<file path="config.mk">
export PLATFORM = sky130hd
export DESIGN_NAME = pc_sequencer_flat
export DESIGN_NICKNAME = d
export VERILOG_FILES = /design/src/rtl/pc_sequencer_if.sv /design/src/rtl/pc_sequencer.sv /design/src/flat_wrapper.sv
export SDC_FILE = /design/constraint.sdc
export NUM_CORES = 1
export LEC_CHECK = 0
export BUFFER_PORTS_ARGS = -buffer_cell sky130_fd_sc_hd__buf_2
export CORE_AREA = 8 8 111 113
export CTS_BUF_LIST = sky130_fd_sc_hd__clkbuf_16
export DETAILED_ROUTE_END_ITERATION = 7
export DIE_AREA = 0 0 119 121
export MAX_ROUTING_LAYER = met4
export PLACE_DENSITY = 0.69
export SLEW_MARGIN = 10
export SYNTH_ARGS = -nofsm -noshare
export SYNTH_HDL_FRONTEND = slang
export SYNTH_SLANG_ARGS = --single-unit
</file>
<file path="constraint.sdc">
create_clock -name clk -period 7.8 [get_ports clk]
set_clock_uncertainty 0.2 [all_clocks]
set_input_delay 1.56 -clock clk [delete_from_list [all_inputs] [get_ports clk]]
set_output_delay 1.56 -clock clk [all_outputs]
set_load 0.02 [all_outputs]
</file>
<file path="src/rtl/pc_sequencer_if.sv">
// Bundle between the control unit and the PC sequencer. The control unit
// drives the transfer requests; the sequencer returns the PC and RAS status.
interface pc_sequencer_if #(
  parameter int ADDR_W    = 12,
  parameter int RAS_DEPTH = 8
);
  localparam int CNT_W = $clog2(RAS_DEPTH) + 1;

  logic              stall;
  logic              jump;
  logic              jump_reg;
  logic              branch;
  logic              cond;
  logic              call;
  logic              ret;
  logic              os_mode;
  logic [ADDR_W-1:0] target;
  logic              clr_flags;

  logic [ADDR_W-1:0] pc;
  logic              redirect;
  logic [CNT_W-1:0]  ras_count;
  logic              ras_overflow;
  logic              ras_underflow;

  modport master (
    output stall, jump, jump_reg, branch, cond, call, ret, os_mode, target, clr_flags,
    input  pc, redirect, ras_count, ras_overflow, ras_underflow
  );

  modport slave (
    input  stall, jump, jump_reg, branch, cond, call, ret, os_mode, target, clr_flags,
    output pc, redirect, ras_count, ras_overflow, ras_underflow
  );
endinterface

</file>
<file path="src/rtl/pc_sequencer.sv">
// Program-counter sequencer: owns the PC register, resolves jump, branch,
// call and return transfers, and keeps a circular return-address stack.
module pc_sequencer #(
  parameter int ADDR_W    = 12,
  parameter int USER_BASE = 512,
  parameter int RESET_PC  = 0,
  parameter int TRAP_ADDR = 0,
  parameter int RAS_DEPTH = 8
) (
  input logic            clk,
  input logic            reset,
  pc_sequencer_if.slave  bus
);
  localparam int PTR_W = $clog2(RAS_DEPTH);
  localparam int CNT_W = PTR_W + 1;

  logic [ADDR_W-1:0] pc_q;
  logic              redirect_q;
  logic [CNT_W-1:0]  count_q;
  logic [PTR_W-1:0]  sp_q;
  logic              overflow_q;
  logic              underflow_q;
  logic [ADDR_W-1:0] stack [RAS_DEPTH];

  logic [ADDR_W-1:0] pc_inc;
  logic [ADDR_W-1:0] reloc;
  logic [ADDR_W-1:0] pc_nxt;
  logic              redirect_nxt;
  logic [PTR_W-1:0]  sp_top;
  logic              ras_empty;
  logic              ras_full;
  logic              do_pop;
  logic              do_push;

  always_comb begin
    pc_inc    = pc_q + 1'b1;
    reloc     = bus.os_mode ? bus.target : bus.target + ADDR_W'(USER_BASE);
    sp_top    = sp_q - 1'b1;
    ras_empty = (count_q == '0);
    ras_full  = (count_q == CNT_W'(RAS_DEPTH));
    // ret has priority over call, so a cycle never both pushes and pops
    do_pop    = !bus.stall && bus.ret;
    do_push   = !bus.stall && !bus.ret && bus.call && bus.jump;

    pc_nxt       = pc_inc;
    redirect_nxt = 1'b1;
    if (bus.ret)
      pc_nxt = ras_empty ? ADDR_W'(TRAP_ADDR) : stack[sp_top];
    else if (bus.jump && bus.jump_reg)
      pc_nxt = bus.target;
    else if (bus.jump)
      pc_nxt = reloc;
    else if (bus.branch && bus.cond)
      pc_nxt = reloc;
    else
      redirect_nxt = 1'b0;
  end

  always_ff @(posedge clk or posedge reset) begin
    if (reset) begin
      pc_q        <= ADDR_W'(RESET_PC);
      redirect_q  <= 1'b0;
      count_q     <= '0;
      sp_q        <= '0;
      overflow_q  <= 1'b0;
      underflow_q <= 1'b0;
    end else if (bus.stall) begin
      redirect_q <= 1'b0;
    end else begin
      pc_q        <= pc_nxt;
      redirect_q  <= redirect_nxt;
      overflow_q  <= (do_push && ras_full) || (overflow_q && !bus.clr_flags);
      underflow_q <= (do_pop && ras_empty) || (underflow_q && !bus.clr_flags);
      if (do_pop && !ras_empty) begin
        sp_q    <= sp_top;
        count_q <= count_q - 1'b1;
      end else if (do_push) begin
        // when full, sp already points at the oldest slot, so it gets overwritten
        sp_q <= sp_q + 1'b1;
        if (!ras_full)
          count_q <= count_q + 1'b1;
      end
    end
  end

  always_ff @(posedge clk) begin
    if (do_push && !reset)
      stack[sp_q] <= pc_inc;
  end

  assign bus.pc            = pc_q;
  assign bus.redirect      = redirect_q;
  assign bus.ras_count     = count_q;
  assign bus.ras_overflow  = overflow_q;
  assign bus.ras_underflow = underflow_q;
endmodule
</file>
<file path="src/flat_wrapper.sv">
// flat-port wrapper written by rule: the top's interface ports become plain ports
module pc_sequencer_flat 
#(
  parameter int ADDR_W    = 12,
  parameter int USER_BASE = 512,
  parameter int RESET_PC  = 0,
  parameter int TRAP_ADDR = 0,
  parameter int RAS_DEPTH = 8
)
  (clk, reset, bus_stall, bus_jump, bus_jump_reg, bus_branch, bus_cond, bus_call, bus_ret, bus_os_mode, bus_target, bus_clr_flags, bus_pc, bus_redirect, bus_ras_count, bus_ras_overflow, bus_ras_underflow);
  pc_sequencer_if #(.ADDR_W(ADDR_W), .RAS_DEPTH(RAS_DEPTH)) bus_i ();
  input logic clk;
  input logic reset;
  input wire logic [$bits(bus_i.stall)-1:0] bus_stall;
  input wire logic [$bits(bus_i.jump)-1:0] bus_jump;
  input wire logic [$bits(bus_i.jump_reg)-1:0] bus_jump_reg;
  input wire logic [$bits(bus_i.branch)-1:0] bus_branch;
  input wire logic [$bits(bus_i.cond)-1:0] bus_cond;
  input wire logic [$bits(bus_i.call)-1:0] bus_call;
  input wire logic [$bits(bus_i.ret)-1:0] bus_ret;
  input wire logic [$bits(bus_i.os_mode)-1:0] bus_os_mode;
  input wire logic [$bits(bus_i.target)-1:0] bus_target;
  input wire logic [$bits(bus_i.clr_flags)-1:0] bus_clr_flags;
  output wire logic [$bits(bus_i.pc)-1:0] bus_pc;
  output wire logic [$bits(bus_i.redirect)-1:0] bus_redirect;
  output wire logic [$bits(bus_i.ras_count)-1:0] bus_ras_count;
  output wire logic [$bits(bus_i.ras_overflow)-1:0] bus_ras_overflow;
  output wire logic [$bits(bus_i.ras_underflow)-1:0] bus_ras_underflow;
  assign bus_i.stall = bus_stall;
  assign bus_i.jump = bus_jump;
  assign bus_i.jump_reg = bus_jump_reg;
  assign bus_i.branch = bus_branch;
  assign bus_i.cond = bus_cond;
  assign bus_i.call = bus_call;
  assign bus_i.ret = bus_ret;
  assign bus_i.os_mode = bus_os_mode;
  assign bus_i.target = bus_target;
  assign bus_i.clr_flags = bus_clr_flags;
  assign bus_pc = bus_i.pc;
  assign bus_redirect = bus_i.redirect;
  assign bus_ras_count = bus_i.ras_count;
  assign bus_ras_overflow = bus_i.ras_overflow;
  assign bus_ras_underflow = bus_i.ras_underflow;
  pc_sequencer #(.ADDR_W(ADDR_W), .USER_BASE(USER_BASE), .RESET_PC(RESET_PC), .TRAP_ADDR(TRAP_ADDR), .RAS_DEPTH(RAS_DEPTH)) u_core (.clk(clk), .reset(reset), .bus(bus_i));
endmodule
</file>
==> metrics.md, run 1 <==
| Metric | Value |
|---|---|
| Finish-stage setup viols | `0` |
| Synth Area in Compound Gates | `8.81%` |
| Peak supply drop | `between 0.0002 and 0.00025 V` |
| Tightest Hold Check Type | `reg -> reg` |
| Xor/xnor share of the synthesized area | `3.09%` |
| Ports | `42` |
| Tot GR Track Use | `around a fifth` |
| Vias | `3,549` |
| Max Freq | `269 MHz` |
| Syn avg cell area | `13.6 um2` |
| Post-Layout Cell Count | `approximately 600` |
| Placed cell count | `554` |
| FF+latch count, synth | `about 120` |
| R2r startpoint | `u_core.sp_q[0]$_DFFE_PP0P_` |
| I/O Buffers | `41` |
| CTS clk-pin slew, worst paths | `50 ps` |
| WS Path Type | `in -> reg` |
| Vias/cell | `~6.1` |
| Post-synth top area share | `around 54%` |
| Adder-cell share of the synthesized area | `between 1 and 1.5%` |
| WL per Instance | `22.9 um` |
| Final worst path period share | `47.7%` |
| Die ar. | `around 0.014 mm2` |
| Fraction of synthesized area in multiplexers | `approximately 6.3%` |
| Num rows | `38` |
| Area Overhead vs Synth | `15.9%` |
| Post-Route Utilization | `roughly 58%` |
| Initial drt markers | `479` |
| Crit end category | `flip-flop` |
| CTS tree | `built` |
| Die Wd | `119 um` |
| Top FF cell, synth | `edfxtp_1` |
| HPWL Detailed | `9130 um` |
| R2R Path End | `u_core.bus.pc[7]$_DFFE_PP0N_` |
| Worst Hold Path EP | `u_core.bus.ras_overflow$_DFFE_PP0N_` |
| Total CTS buffers | `17` |
| Pleak | `about 2.3 nW` |
| Main area contributors after synthesis | `edfxtp_1 54%, dfrtp_1 10%, nand2_1 4.4%` |
| Detail Route Antenna Nets | `0` |
| NumNets Final | `461` |
| Post-Syn Instances | `approximately 390` |
| Area of the mapped netlist | `0.00531 mm2` |
| Aggregate negative setup slack | `0 ps` |
| Core box area | `0.0106 mm2` |
| Max cap viols | `0` |
| Synth Warn # | `0` |
| CTS H-tree lvls | `4` |
| CP Data Arrival Time | `3540 ps` |
| Worst slew margin relative to its limit | `between 15 and 20%` |
| Drt drc | `0` |
| Seq/Total Area, Yosys | `64.6%` |
| Flop-to-flop setup slack | `4430 ps` |
| Min Hold Slack | `319 ps` |
| Status | `complete, no violations` |
| First-pass GRT wire length | `20,200 um` |
| Hold Vio Cnt, Final | `0` |
| Critical-path maximum fanout | `20` |
| RSZ-0062 raised after global routing | `no` |
| DIE HEIGHT | `approximately 120 um` |
| Inserted Diodes | `0` |
| Max Slew Vio Count | `0` |
| Vias in the first global route | `3,404` |
| Fill count | `between 800 and 900` |
| Root Buffer | `clkbuf_16` |
| Post-Syn Nets | `419` |
| # Post-CTS Setup Buffers | `0` |
| Post-synth EDFFs | `96` |
| Ys async rst share | `about a fifth` |
| Pin count of the biggest net entering global routing | `31` |
| WP data required | `~7600 ps` |
| Max Root-Sink Buffers | `2` |
| Startpoint class of the critical path | `input pin` |
| Post-CTS Hold Fix Bufs | `0` |
| Hold Startpoint | `u_core.bus.ras_overflow$_DFFE_PP0N_` |
| Post_cts resized | `0` |
| Post-synth top area cell | `edfxtp_1` |
| Netlist cell types | `63` |
| Reg2Reg Depth | `7` |
| Main combinational cell family by area after synthesis | `simple AND/OR/NAND/NOR gates` |
| Gpl congestion | `0.903` |
| Initial core utilization | `50.1%` |
| Clk sink count | `118` |
| Min Tclk post-route | `between 3000 and 4000 ps` |
| Power per cell area | `approximately 430 mW/mm2` |
| Hold Crit Depth | `1` |
| Simple-gate portion of the synthesized area | `12.6%` |
| Worst-skew pair later-pin latency | `410 ps` |
| Initial antenna violation count | `0` |
| GR Overflow Total | `0` |
| Drt first pass iters | `8` |
| Share of post-route cells with drive strength above 1 | `20.8%` |
| WL final | `about 13,000 um` |
| Tightest Pin Transition | `1260 ps` |
[power by group]
part / switching [mW] / internal (mW)
combinational: 0.617 / 0.302
sequential: 0.106 / 0.824
clock: 0.261 / 0.523
total: 0.985 / 1.65
[logic make-up after synthesis]
logic type,count (synthesis)
AND/OR/NAND/NOR,140
flip-flops,118
buffers and inverters,26
AO/OA/AOI/OAI,65
XOR/XNOR,17
multiplexers,20
adder cells (fa/ha/maj),5
[synthesized netlist by cell type (3+ instances only)]
| cell type | number |
|---|---|
| and3_1 | 3 |
| edfxtp_1 | 96 |
| ha_1 | 5 |
| nand2_1 | 62 |
| dfrtp_1 | 22 |
| nor2_1 | 24 |
| clkbuf_1 | 5 |
| a21oi_1 | 13 |
| o21ai_0 | 4 |
| inv_1 | 6 |
| o21ai_1 | 4 |
| mux4_2 | 8 |
| buf_2 | 5 |
| xor2_1 | 6 |
| nor2b_1 | 8 |
| xnor2_1 | 9 |
| nor3_1 | 4 |
| buf_6 | 7 |
| mux2i_1 | 9 |
| nand2b_1 | 3 |
| a32oi_1 | 7 |
| a31oi_1 | 11 |
| nand4_1 | 4 |
| nand3_1 | 13 |
| or3_1 | 3 |
[through the flow]
stage	instance area, um2	total power [mW]	setup WS (ps)
after floorplan	5310	1.58	4020
after global placement	5570	1.83	3790
after detailed placement	5570	1.85	3680
after CTS	6160	2.64	4090
after global routing	6160	2.74	3860
final	6160	2.63	4080
[layout make-up]
cell class	count	area (um2)	share of cell area [%]
clock buffer	17	425	6.91
clock inverter	12	164	2.66
inverter	6	22.5	0.366
multi-input combinational	247	1720	27.9
sequential	118	3430	55.8
tap	140	175	2.84
timing repair buffer	43	220	3.58
[sequential cells by signal, indices dropped and copies added, names as in the netlist]
register and count:
u_core.bus.ras_underflow 1, u_core.bus.ras_overflow 1, u_core.bus.redirect 1, u_core.stack 96
u_core.bus.pc 12, u_core.bus.ras_count 4, u_core.sp_q 3
[worst max-delay path, stage by stage]
cell     delay (ps)
buf_2           210
nor2_2          370
nand3_2         160
nor2_1          250
nand2_1         190
nor2_1          800
[worst max path at each step]
| stage | from | endpoint |
|---|---|---|
| after CTS | bus_stall | u_core.stack[7][1]$_DFFE_PP_ |
| final | bus_stall | u_core.stack[2][4]$_DFFE_PP_ |
| after detailed placement | bus_stall | u_core.stack[2][9]$_DFFE_PP_ |
| after floorplan | bus_stall | u_core.stack[1][0]$_DFFE_PP_ |
| after global placement | bus_stall | u_core.stack[6][9]$_DFFE_PP_ |
| after global routing | bus_stall | u_core.stack[1][0]$_DFFE_PP_ |
[per-layer routing]
| metal | vias to the layer above | GRT usage [%] | wire [um] |
|---|---|---|---|
| met5 | - | - | 0 |
| met4 | 0 | 8.77 | 286 |
| met3 | 29 | 5.68 | 1310 |
| met2 | 197 | 28.6 | 6190 |
| met1 | 1758 | 24.3 | 5550 |
| li1 | 1565 | - | - |
[placed cells by master (no fill, tap or decap), types with 7 or more instances in the layout]
cell,Yosys,routed
edfxtp_1,96,96
nand2_1,62,62
buf_2,5,41
nor2_1,24,24
dfrtp_1,22,22
clkbuf_16,0,17
a21oi_1,13,13
nand3_1,13,13
a31oi_1,11,11
mux2i_1,9,9
nor2b_1,8,8
xnor2_1,9,8
mux4_2,8,8
inv_1,6,7
a32oi_1,7,7
Note: power is estimated with default switching activity, not from simulation.
==> run 2: changes to the inputs <==
==> constraint.sdc (replaced) <==
create_clock -name clk -period 3.9 [get_ports clk]
set_clock_uncertainty 0.2 [all_clocks]
set_input_delay 0.78 -clock clk [delete_from_list [all_inputs] [get_ports clk]]
set_output_delay 0.78 -clock clk [all_outputs]
set_load 0.02 [all_outputs]
==> run 2 against run 1 <==
Effect of this change: cell count up 2.4%; worst setup slack worse by 3100 ps; total power up 92%; first-iteration DRC count down 44%; die area unchanged; sequential share of layout area down 0.51 points; core utilization up 0.53 points; final area up 0.91%; via count down 3.3%; critical endpoint is now u_core.bus.pc[11]$_DFFE_PP0N_.
==> metrics.md, run 2 (synthesized netlist as in run 1, its figures left out) <==
| Metric | Value |
|---|---|
| Num rows | `38` |
| Aggregate negative setup slack | `0 ps` |
| Initial drt markers | `between 200 and 300` |
| Min Tclk post-route | `2930 ps` |
| Reg power frac | `36.3%` |
| Flop-to-flop setup slack | `970 ps` |
| Fill count | `roughly 840` |
| Hold Startpoint | `u_core.bus.ras_underflow$_DFFE_PP0N_` |
| Drt drc | `0` |
| Max reg flops | `96` |
| Power per cell area | `813 mW/mm2` |
| Area Overhead vs Synth | `17.0%` |
| DIE HEIGHT | `121 um` |
| Design area | `0.00621 mm2` |
| Slowest stage delay, CP | `960 ps` |
| Critical-path maximum fanout | `26` |
| Hold Crit Depth | `1` |
| R2r startpoint | `u_core.sp_q[1]$_DFFE_PP0P_` |
| Share of post-route cells with drive strength above 1 | `23.0%` |
| R2R Path End | `u_core.bus.pc[11]$_DFFE_PP0N_` |
| Die Wd | `119 um` |
| Logic pwr share | `34.9%` |
| FF+latch area | `0.00343 mm2` |
| Tightest Hold Check Type | `reg -> reg` |
| Clock power frac | `28.8%` |
| Peak supply drop | `0.000433 V` |
| Max Root-Sink Buffers | `2` |
| Switch Pwr | `1.86 mW` |
| Ports | `between 40 and 50` |
| Final worst path period share | `75.3%` |
| Finish-stage setup viols | `0` |
| Drt first pass iters | `5` |
| Worst Hold Path EP | `u_core.bus.ras_underflow$_DFFE_PP0N_` |
| Inserted Diodes | `0` |
| GR Overflow Total | `0` |
| Crit end category | `flip-flop` |
| Min Hold Slack | `305 ps` |
| Root Buffer | `clkbuf_16` |
| WP data required | `~4000 ps` |
| Max Slew Vio Count | `0` |
| Reg2Reg Depth | `7` |
| Crit-path cells | `inv_1 -> ha_1 -> nor2b_1 -> a2111oi_0 -> a31oi_1 -> a32oi_1 -> o21ai_1` |
| Top reg by flops | `u_core.stack` |
| Core box area | `~0.011 mm2` |
| # Post-CTS Setup Buffers | `0` |
| Clk sink count | `118` |
| Vias | `between 3,000 and 4,000` |
| Pleak | `between 2 and 2.5 nW` |
| Most common cell after layout, fill and taps aside | `edfxtp_1` |
| Area of the multi-input gates | `0.00172 mm2` |
| Total CTS buffers | `17` |
| Tightest Pin Transition | `996 ps` |
| Initial core utilization | `roughly 50%` |
| Die ar. | `0.0144 mm2` |
| Int Power | `3.20 mW` |
| Status | `complete, no violations` |
| Switch share | `36.8%` |
| WL per Instance | `just over 20 um` |
| CTS clk-pin slew, worst paths | `50 ps` |
| Post-CTS Hold Fix Bufs | `0` |
| Most frequent cells in the layout | `96 x edfxtp_1, 62 x nand2_1, 41 x buf_2, 24 x nor2_1, 22 x dfrtp_1` |
| Max stage delay cell, worst path | `ha_1` |
| I/O Buffers | `41` |
| Initial antenna violation count | `0` |
| Vias/cell | `between 5 and 6` |
| Max Freq | `341 MHz` |
| Vias in the first global route | `approximately 3,300` |
| Hold Vio Cnt, Final | `0` |
| Detail Route Antenna Nets | `0` |
| RSZ-0062 raised after global routing | `no` |
| Gpl congestion | `0.885` |
| Post_cts resized | `0` |
| WL final | `12,000 um` |
| NumNets Final | `472` |
| Tot GR Track Use | `between 10% and 20%` |
| CTS tree | `built` |
| Max cap viols | `0` |
| CP Data Arrival Time | `3000 ps` |
| Pin count of the biggest net entering global routing | `27` |
| WS Path Type | `reg -> reg` |
| First-pass GRT wire length | `18,900 um` |
| Worst slew margin relative to its limit | `33.6%` |
| HPWL Detailed | `between 8000 and 9000 um` |
| Worst-skew pair later-pin latency | `410 ps` |
| Startpoint class of the critical path | `flip-flop` |
| CTS H-tree lvls | `4` |
| Post-Route Utilization | `between 50% and 60%` |
| Area after DPL | `0.00565 mm2` |
run 2: cell count changes in the layout (fill, tap and decap cells not counted):
cell,previous run,this run
buf_4,2,13
bufinv_16,4,2
clkinv_1,3,5
clkinv_2,1,2
clkinv_4,1,2
clkinvlp_4,2,3
inv_1,7,6
inv_6,0,1
run 2: how the worst max path moves through the flow:
stage / cells after the start / to / start
6_report: 7 / u_core.bus.pc[11]$_DFFE_PP0N_ / u_core.sp_q[1]$_DFFE_PP0P_
5_1_grt: 7 / u_core.bus.pc[11]$_DFFE_PP0N_ / u_core.sp_q[1]$_DFFE_PP0P_
4_1_cts: 7 / u_core.bus.pc[11]$_DFFE_PP0N_ / u_core.sp_q[1]$_DFFE_PP0P_
3_5_place_dp: 7 / u_core.stack[2][4]$_DFFE_PP_ / bus_stall
3_3_place_gp: 7 / u_core.stack[2][3]$_DFFE_PP_ / bus_stall
2_1_floorplan: 6 / u_core.stack[1][0]$_DFFE_PP_ / bus_stall
run 2: critical path: cells and delay by family (launching register included):
kind	cells	cell delay (ps)
buf+inv	1	100
simple gates	1	100
flops	1	490
compound gates	4	950
fa+ha+maj	1	960
run 2: metrics by stage:
stage / setup slack, ps / power [mW] / std cells
final: 965 / 5.05 / 597
after global routing: 760 / 5.30 / 597
after CTS: 940 / 5.07 / 597
after detailed placement: 950 / 3.61 / 565
after global placement: 988 / 3.59 / 565
after floorplan: 898 / 3.16 / 391
run 2: layout make-up:
type                       instances  area share, %
clock inverter                    15           2.22
multi-input combinational        247           27.6
clock buffer                      17           6.85
tap                              140           2.82
sequential                       118           55.3
inverter                           6          0.362
timing repair buffer              54           4.87
run 2: routing by layer:
| metal | share of wire, % | vias up | global-route usage [%] |
|---|---|---|---|
| met5 | 0 | - | - |
| met4 | 1.3 | 0 | 7.51 |
| met3 | 8.1 | 12 | 4.33 |
| met2 | 44 | 153 | 25.4 |
| met1 | 46 | 1682 | 23.8 |
| li1 | - | 1586 | - |
run 2: power groups by stage:
stage               sequential (mW)  clock (mW)  combinational (mW)
floorplan                      1.87           0                1.29
detailed placement             1.86           0                1.75
global placement               1.85           0                1.74
finish                         1.84        1.46                1.76
CTS                            1.84        1.47                1.76
global route                   1.86        1.53                1.91
==> run 3: changes to the inputs <==
--- a/config.mk
+++ b/config.mk
@@ -11,7 +11,7 @@
 export DETAILED_ROUTE_END_ITERATION = 7
 export DIE_AREA = 0 0 119 121
 export MAX_ROUTING_LAYER = met4
-export PLACE_DENSITY = 0.69
+export PLACE_DENSITY = 0.72
 export SLEW_MARGIN = 10
 export SYNTH_ARGS = -nofsm -noshare
 export SYNTH_HDL_FRONTEND = slang
==> constraint.sdc (replaced) <==
create_clock -name clk -period 2.7 [get_ports clk]
set_clock_uncertainty 0.2 [all_clocks]
set_input_delay 0.54 -clock clk [delete_from_list [all_inputs] [get_ports clk]]
set_output_delay 0.54 -clock clk [all_outputs]
set_load 0.02 [all_outputs]
==> run 3 against run 2 <==
Effect of this change: worst setup slack lost 780 ps; register-to-register slack got worse by 780 ps; combinational power grew 55%; non-clock buffer count up 20; maximum frequency up 17%; core utilization grew 1.9 points; count of clock-buffer cells in the layout stayed put; flip-flop and latch count stayed put; total power is 52% higher; critical endpoint is now u_core.bus.pc[7]$_DFFE_PP0N_.
==> metrics.md, run 3 (synthesized netlist as in run 1, its figures left out) <==
| Metric | Value |
|---|---|
| Post_cts resized | `0` |
| Reg power frac | `between 30% and 40%` |
| CTS H-tree lvls | `4` |
| Fill count | `774` |
| Reg2Reg Depth | `8` |
| Core box area | `0.0106 mm2` |
| Max cap viols | `0` |
| Peak supply drop | `0.000430 V` |
| WL final | `between 10,000 and 15,000 um` |
| Ports | `42` |
| Crit-path cells | `inv_1 -> ha_1 -> xor2_2 -> buf_4 -> nand2_1 -> a32oi_1 -> and3_1 -> a211o_1` |
| RSZ-0062 raised after global routing | `no` |
| Area of the multi-input gates | `0.00172 mm2` |
| Worst-skew pair later-pin latency | `410 ps` |
| Pin count of the biggest net entering global routing | `24` |
| Vias/cell | `roughly 5.9` |
| WP data required | `2850 ps` |
| Most common cell after layout, fill and taps aside | `edfxtp_1` |
| Switch share | `between 30% and 40%` |
| Initial core utilization | `about half` |
| Max stage delay cell, worst path | `xor2_2` |
| Int Power | `about 5 mW` |
| FF+latch area | `0.00343 mm2` |
| CP Data Arrival Time | `2660 ps` |
| Share of post-route cells with drive strength above 1 | `26.6%` |
| Root Buffer | `clkbuf_16` |
| Finish-stage setup viols | `0` |
| Pleak | `2.42 nW` |
| Die Wd | `between 100 and 150 um` |
| HPWL Detailed | `8600 um` |
| Buffers plus inverters on the worst setup path | `2` |
| Delay-heaviest family, CP | `XOR/XNOR gates` |
| Area Overhead vs Synth | `20.7%` |
| WL per Instance | `between 20 and 25 um` |
| Startpoint class of the critical path | `flip-flop` |
| Total power | `7.67 mW` |
| Top reg by flops | `u_core.stack` |
| Max reg flops | `96` |
| Inserted Diodes | `0` |
| Gpl congestion | `just under 0.9` |
| Drt drc | `0` |
| Aggregate negative setup slack | `0 ps` |
| Final worst path period share | `93.1%` |
| Placed cell count | `585` |
| Design area | `between 0.006 and 0.007 mm2` |
| Tightest Pin Transition | `963 ps` |
| Post-CTS Hold Fix Bufs | `0` |
| Logic pwr share | `35.5%` |
| Tot GR Track Use | `19.8%` |
| Initial antenna violation count | `0` |
| Detail Route Antenna Nets | `0` |
| CTS clk-pin slew, worst paths | `50 ps` |
| Max Freq | `398 MHz` |
| Worst slew margin relative to its limit | `35.7%` |
| Area after DPL | `0.00580 mm2` |
| Vias in the first global route | `3,819` |
| DIE HEIGHT | `121 um` |
| I/O Buffers | `41` |
| NumNets Final | `492` |
| Max Root-Sink Buffers | `2` |
| First-pass GRT wire length | `20,800 um` |
| Clk sink count | `118` |
| CP Depth | `8` |
| Hold Vio Cnt, Final | `0` |
| R2R Path End | `u_core.bus.pc[7]$_DFFE_PP0N_` |
| Max Slew Vio Count | `0` |
| Critical path origin | `u_core.sp_q[0]$_DFFE_PP0P_` |
| Most frequent cells in the layout | `96 x edfxtp_1, 62 x nand2_1, 41 x buf_2, 33 x buf_4, 24 x nor2_1` |
| CTS tree | `built` |
| WS Path Type | `reg -> reg` |
| Flop-to-flop setup slack | `approximately 190 ps` |
| R2r startpoint | `u_core.sp_q[0]$_DFFE_PP0P_` |
| Critical-path maximum fanout | `17` |
| Drt first pass iters | `5` |
| CP endpoint | `u_core.bus.pc[7]$_DFFE_PP0N_` |
| Vias | `approximately 3,700` |
| GR Overflow Total | `0` |
| Slowest stage delay, CP | `approximately 510 ps` |
| Crit end category | `flip-flop` |
| Die ar. | `0.0144 mm2` |
| Total CTS buffers | `17` |
| Clock power frac | `30.0%` |
| Tightest Hold Check Type | `in -> async` |
| Power per cell area | `1200 mW/mm2` |
| Post-Layout Cell Count | `between 600 and 700` |
| Num rows | `38` |
| Status | `complete, no violations` |
| Initial drt markers | `342` |
| # Post-CTS Setup Buffers | `0` |
| Min Tclk post-route | `2510 ps` |
| Switch Pwr | `2.71 mW` |
[run 3: changes by cell type in the layout (fill, tap and decap cells not counted), sizes merged]
cell    before  now
inv          7    6
clkinv       9    8
bufinv       2    4
buf         54   74
[run 3: worst min-delay path by stage]
| stage | start | cells after the start | slack [ps] | endpoint |
|---|---|---|---|---|
| 4_1_cts | reset | 2 | 170 | u_core.sp_q[0]$_DFFE_PP0P_ |
| 2_1_floorplan | reset | 1 | 330 | u_core.bus.pc[0]$_DFFE_PP0N_ |
| 3_5_place_dp | u_core.bus.ras_underflow$_DFFE_PP0N_ | 1 | 280 | u_core.bus.ras_underflow$_DFFE_PP0N_ |
| 3_3_place_gp | u_core.bus.ras_underflow$_DFFE_PP0N_ | 1 | 280 | u_core.bus.ras_underflow$_DFFE_PP0N_ |
| 5_1_grt | reset | 2 | 210 | u_core.bus.pc[9]$_DFFE_PP0N_ |
| 6_report | reset | 2 | 150 | u_core.sp_q[0]$_DFFE_PP0P_ |
[run 3: metal layers]
| metal | global-route usage, % | wire (um) | share of wire (%) | vias to the layer above |
|---|---|---|---|---|
| met1 | 22.5 | 5220 | 39 | 1807 |
| met4 | 9.72 | 360 | 2.7 | 0 |
| li1 | - | - | - | 1634 |
| met2 | 31.3 | 6530 | 49 | 195 |
| met3 | 6.33 | 1120 | 8.5 | 28 |
| met5 | - | 0 | 0 | - |
[run 3: metrics by stage]
stage	util, %	worst slack [ps]	hold slack [ps]
floorplan	-	257	329
global placement	54.7	238	283
detailed placement	54.7	215	276
CTS	60.5	176	169
global route	60.5	63.7	210
finish	60.5	187	155
[run 3: area by class of cell]
class | instances | share of cell area (%)
clock buffers | 17 | 6.63
clock inverters | 15 | 2.91
inverters | 6 | 0.351
multi-input cells | 247 | 26.8
flip-flops and latches | 118 | 53.5
well taps | 140 | 2.73
repair buffers | 74 | 7.06
[run 3: power by group through the flow]
stage               Clock [mW]  Sequential (mW)  Combinational, mW
finish                    2.30             2.64               2.73
global route              2.41             2.67               2.95
CTS                       2.33             2.63               2.72
detailed placement           0             2.66               2.70
global placement             0             2.65               2.63
floorplan                    0             2.71               1.86
